==> src/rtl/regfile_core_pkg.sv <==
// Shared sizing constants for the register file, its read muxes and the datapath.
package regfile_core_pkg;

  localparam int REG_ADDR_W = 5;
  localparam int REG_DATA_W = 32;
  localparam int REG_COUNT  = 32;

endpackage

==> src/rtl/regfile_core_mux32to1by32.sv <==
// 32-input, 32-bit-wide combinational selector used by each register-file read port.
module mux32to1by32
  import regfile_core_pkg::*;
(
  input  logic [REG_ADDR_W-1:0] address,
  input  logic [REG_DATA_W-1:0] inputs [REG_COUNT],
  output logic [REG_DATA_W-1:0] out
);

  assign out = inputs[address];

endmodule

==> src/rtl/regfile_core_register32.sv <==
// One 32-bit storage register with write enable and asynchronous active-low clear.
module register32
  import regfile_core_pkg::*;
(
  input  logic                  clk,
  input  logic                  rst_n,
  input  logic                  en,
  input  logic [REG_DATA_W-1:0] d,
  output logic [REG_DATA_W-1:0] q
);

  always_ff @(posedge clk or negedge rst_n) begin
    if (!rst_n) begin
      q <= '0;
    end else if (en) begin
      q <= d;
    end
  end

endmodule

==> src/rtl/regfile_core.sv <==
// Register file: 31 writable registers plus a hardwired-zero r0, one write port,
// two combinational read ports with an optional same-cycle write bypass.
module regfile_core
  import regfile_core_pkg::*;
#(
  parameter bit BYPASS = 1'b0
) (
  input  logic                  clk,
  input  logic                  rst_n,
  input  logic                  RegWrite,
  input  logic [REG_ADDR_W-1:0] WriteRegister,
  input  logic [REG_DATA_W-1:0] WriteData,
  input  logic [REG_ADDR_W-1:0] ReadRegister1,
  input  logic [REG_ADDR_W-1:0] ReadRegister2,
  output logic [REG_DATA_W-1:0] ReadData1,
  output logic [REG_DATA_W-1:0] ReadData2
);

  logic [REG_COUNT-1:1] wr_en;
  logic [REG_DATA_W-1:0] regs [REG_COUNT];
  logic [REG_DATA_W-1:0] mux_out1;
  logic [REG_DATA_W-1:0] mux_out2;
  logic                  byp1;
  logic                  byp2;

  // One-hot decode; dropping bit 0 of the shifted word means index 0 never enables anything.
  assign wr_en = RegWrite ? (REG_COUNT-1)'((REG_COUNT'(1) << WriteRegister) >> 1) : '0;

  assign regs[0] = '0;

  for (genvar k = 1; k < REG_COUNT; k++) begin : g_reg
    register32 u_reg (
      .clk   (clk),
      .rst_n (rst_n),
      .en    (wr_en[k]),
      .d     (WriteData),
      .q     (regs[k])
    );
  end

  mux32to1by32 u_mux1 (
    .address (ReadRegister1),
    .inputs  (regs),
    .out     (mux_out1)
  );

  mux32to1by32 u_mux2 (
    .address (ReadRegister2),
    .inputs  (regs),
    .out     (mux_out2)
  );

  // Forward the in-flight write only for nonzero indices so r0 stays zero under bypass.
  assign byp1 = BYPASS && RegWrite && (WriteRegister != '0) && (ReadRegister1 == WriteRegister);
  assign byp2 = BYPASS && RegWrite && (WriteRegister != '0) && (ReadRegister2 == WriteRegister);

  assign ReadData1 = byp1 ? WriteData : mux_out1;
  assign ReadData2 = byp2 ? WriteData : mux_out2;

endmodule

==> config.mk <==
export PLATFORM = sky130hd
export DESIGN_NAME = regfile_core
export DESIGN_NICKNAME = d
export VERILOG_FILES = /design/src/rtl/regfile_core_pkg.sv /design/src/rtl/regfile_core_mux32to1by32.sv /design/src/rtl/regfile_core_register32.sv /design/src/rtl/regfile_core.sv
export SDC_FILE = /design/constraint.sdc
export NUM_CORES = 2
export LEC_CHECK = 0
export CAP_MARGIN = 20
export CORE_MARGIN = 4
export CORE_UTILIZATION = 65
export DETAILED_ROUTE_END_ITERATION = 7
export DONT_BUFFER_PORTS = 1
export GPL_TIMING_DRIVEN = 0
export PLACE_DENSITY = 0.81
export RECOVER_POWER = 25
export SLEW_MARGIN = 25
export SYNTH_ARGS = -nofsm -noshare
export SYNTH_HDL_FRONTEND = slang
export SYNTH_SLANG_ARGS = --single-unit
==> constraint.sdc <==
create_clock -name clk -period 1.95 [get_ports clk]
set_input_delay 0.0975 -clock clk [delete_from_list [all_inputs] [get_ports clk]]
set_output_delay 0.0975 -clock clk [all_outputs]
set_load 0.1 [all_outputs]
==> reports/metrics.csv <==
metric,value,unit
post-route insts no fill,5001,
DR WL/cell,37.8,um
Core Footprint,0.0808,mm^2
router iterations before antenna repair,8,
Final nets,3901,
crit share post-route,136,%
initial antenna violation count,3,
Setup crit start,g_reg[29].u_reg.q[20],
unrepaired setup endpoints after global routing,yes,
Synth Area per Inst,14.8,um^2
Die Span X,294,um
RR Startpoint,g_reg[31].u_reg.q[4],
maximum VDD drop,0.914,mV
endpoint of the worst register-to-register path,g_reg[31].u_reg.q[4],
GRT Overall Usage,43.4,%
static leakage,0.0272,uW
CTS Sinks,992,
worst-case reg-to-reg path depth,3,
layout cells sized above 1,54.9,%
final setup fails,596,
worst-case clock buffer depth,3,
max cap viols,0,
placed instance area,0.0569,mm^2
Post-Syn Nets,3647,
synth unique cells,29,
R2R Setup Slk,0.92,ns
Largest Register,g.u_reg.q,
placed cells,4704,
Initial Util,65.9,%
I/O pins,114,
Tightest Hold Check Type,input port to async pin,
Port Buffers,0,
Area Growth Syn to Fin,17.7,%
metal3 WL,25600,um
"EDFF count, synth",0,
vias in the first global route,39921,
GRT Residual Overflow,0,
Setup Slack @ Placement,-1.28,ns
Clock Skews,0,ns
Top Registers,g.u_reg.q (992),
Post-synth top flop,dfrtp_1,
final setup TNS,-84.28,ns
Pwr per Cell Area,1060,mW/mm^2
Seq cells post-synth,992,
most frequent cells in the layout,"mux2_2, dfrtp_1, mux4_2, mux2i_1, a22o_1",
WP data arrival,2.56,ns
clock latency reported for the late side of the worst-skew pair,0.68,ns
maximum fanout along the worst path,3,
Max H-tree Level,3,
Post-Syn Area,0.0532,mm^2
Via density,7.70,
clk slew on worst S/H paths,0.06,ns
slowest cell on the critical path,mux4_2,
Final Wtd Congestion,0.979,
TritonCTS clock tree,built,
Die ar.,0.0865,mm^2
"commonest non-fill, non-tap cell in the layout",mux2_2,
slew at the pin with the worst max-slew slack,1.23,ns
Startpoint Class,flip-flop,
die height,294,um
DR DRC count,0,
Hold Fails Final Rpt,4,
crit-path max cell delay,0.51,ns
Max Used Layer,met4,
final WL,189000,um
CTS buffer count,104,
metal2 WL,83600,um
Critical Path RT,1.85,ns
Critical Setup Path Class,flip-flop to primary output,
status,finished with violations,
post-synthesis instance total,3597,
"Cell Chain, Critical Path",mux4_2 -> a22o_1 -> o21ai_4 -> o31ai_4 -> buf_16,
CTS root buf,clkbuf_16,
post-route ant nets,0,
"Slew Viols, Final",0,
Critical Path End Type,primary output,
failing checks,"hold timing, setup timing",
Rel. slew slack,17.9,%
Hold WS,-0.0273,ns
Max Clock Freq,377,MHz
Post-DP HPWL,128000,um
max FFs per register,992,
Syn. warnings,0,
first-pass GRT wire length,270000,um
post-route cell area,0.0627,mm^2
WL met1,67700,um
largest net degree at the start of global routing,993,
Final min period,2.65,ns
worst setup margin,-0.703,ns
# rows,104,
sequential cell area fraction in the yosys report,46.6,%
drt initial violations,5286,
asr flop ratio synth,100,%
via count,38497,
==> final cells by class <==
class | count | area, um^2
flip-flops and latches | 992 | 24800
diodes | 5 | 12.5
clock inverters | 42 | 495
plain buffers | 395 | 2220
multi-input cells | 2207 | 28500
well taps | 1060 | 1330
fillers | 4511 | 18200
inverters | 2 | 15.0
clock buffers | 149 | 3040
repair buffers | 149 | 2260
==> layer usage <==
metal	vias up	GRT usage [%]
met1	20240	56.6
met5	-	0
met3	749	16.7
met2	3029	63.9
met4	0	22.6
li1	14479	-
==> critical path: cells and delay by family (launching register included) <==
kind	cells	cell delay, ns
flops	1	0.40
compound gates	3	0.74
buf+inv	1	0.21
mux	1	0.51
==> metrics by stage <==
stage | power [uW] | util [%]
after CTS | 65100 | 76.8
after detailed placement | 43800 | 70.4
after floorplan | 39000 | -
final | 66400 | 77.5
after global placement | 41600 | 68.8
after global routing | 68200 | 77.5
==> what timing repair did <==
action	CTS	global route
pin swaps	63	39
setup endpoints to repair	64	807
hold endpoints to repair	1163	221
resized for setup	232	102
setup buffers	43	6
cloned	0	2
hold buffers	40	5
==> kinds of logic after synthesis <==
group | after synthesis | share of synthesized area [%]
compound gates | 447 | 6.30
buf+inv | 398 | 3.51
flops | 992 | 46.6
mux | 1633 | 42.2
simple gates | 127 | 1.34
==> worst max path at each step <==
| stage | cells past startpoint | slack [ns] | to |
|---|---|---|---|
| 3_5_place_dp | 7 | -1.28 | ReadData1[30] |
| 3_3_place_gp | 4 | -1.58 | ReadData1[30] |
| 2_1_floorplan | 9 | -0.12 | ReadData2[30] |
| 5_1_grt | 4 | -0.68 | ReadData1[16] |
| 6_report | 5 | -0.70 | ReadData1[20] |
| 4_1_cts | 4 | -0.65 | ReadData1[8] |
==> where the power goes <==
part           leakage, uW  switching (uW)  internal, uW  total [uW]
Combinational       0.0128            8690          9160       17900
Clock              0.00175            8760         12000       20800
Sequential          0.0127            3160         24600       27800
Total               0.0272           20600         45800       66400
==> synthesized netlist by cell type (all sizes together) (4+ instances only) <==
master / instances / area share [%]
o31ai: 64 / 0.90
dfrtp: 992 / 47
nand2: 19 / 0.13
mux4: 384 / 16
nor2b: 6 / 0.071
o22ai: 64 / 0.75
nand3b: 4 / 0.056
nor3b: 4 / 0.056
and2: 66 / 0.78
a211oi: 64 / 0.90
a22o: 191 / 3.1
buf: 185 / 2.0
o21ai: 64 / 0.60
mux2: 1055 / 22
clkbuf: 211 / 1.5
nor2: 19 / 0.13
mux2i: 194 / 3.6
Power figures use the tool's default switching activity.
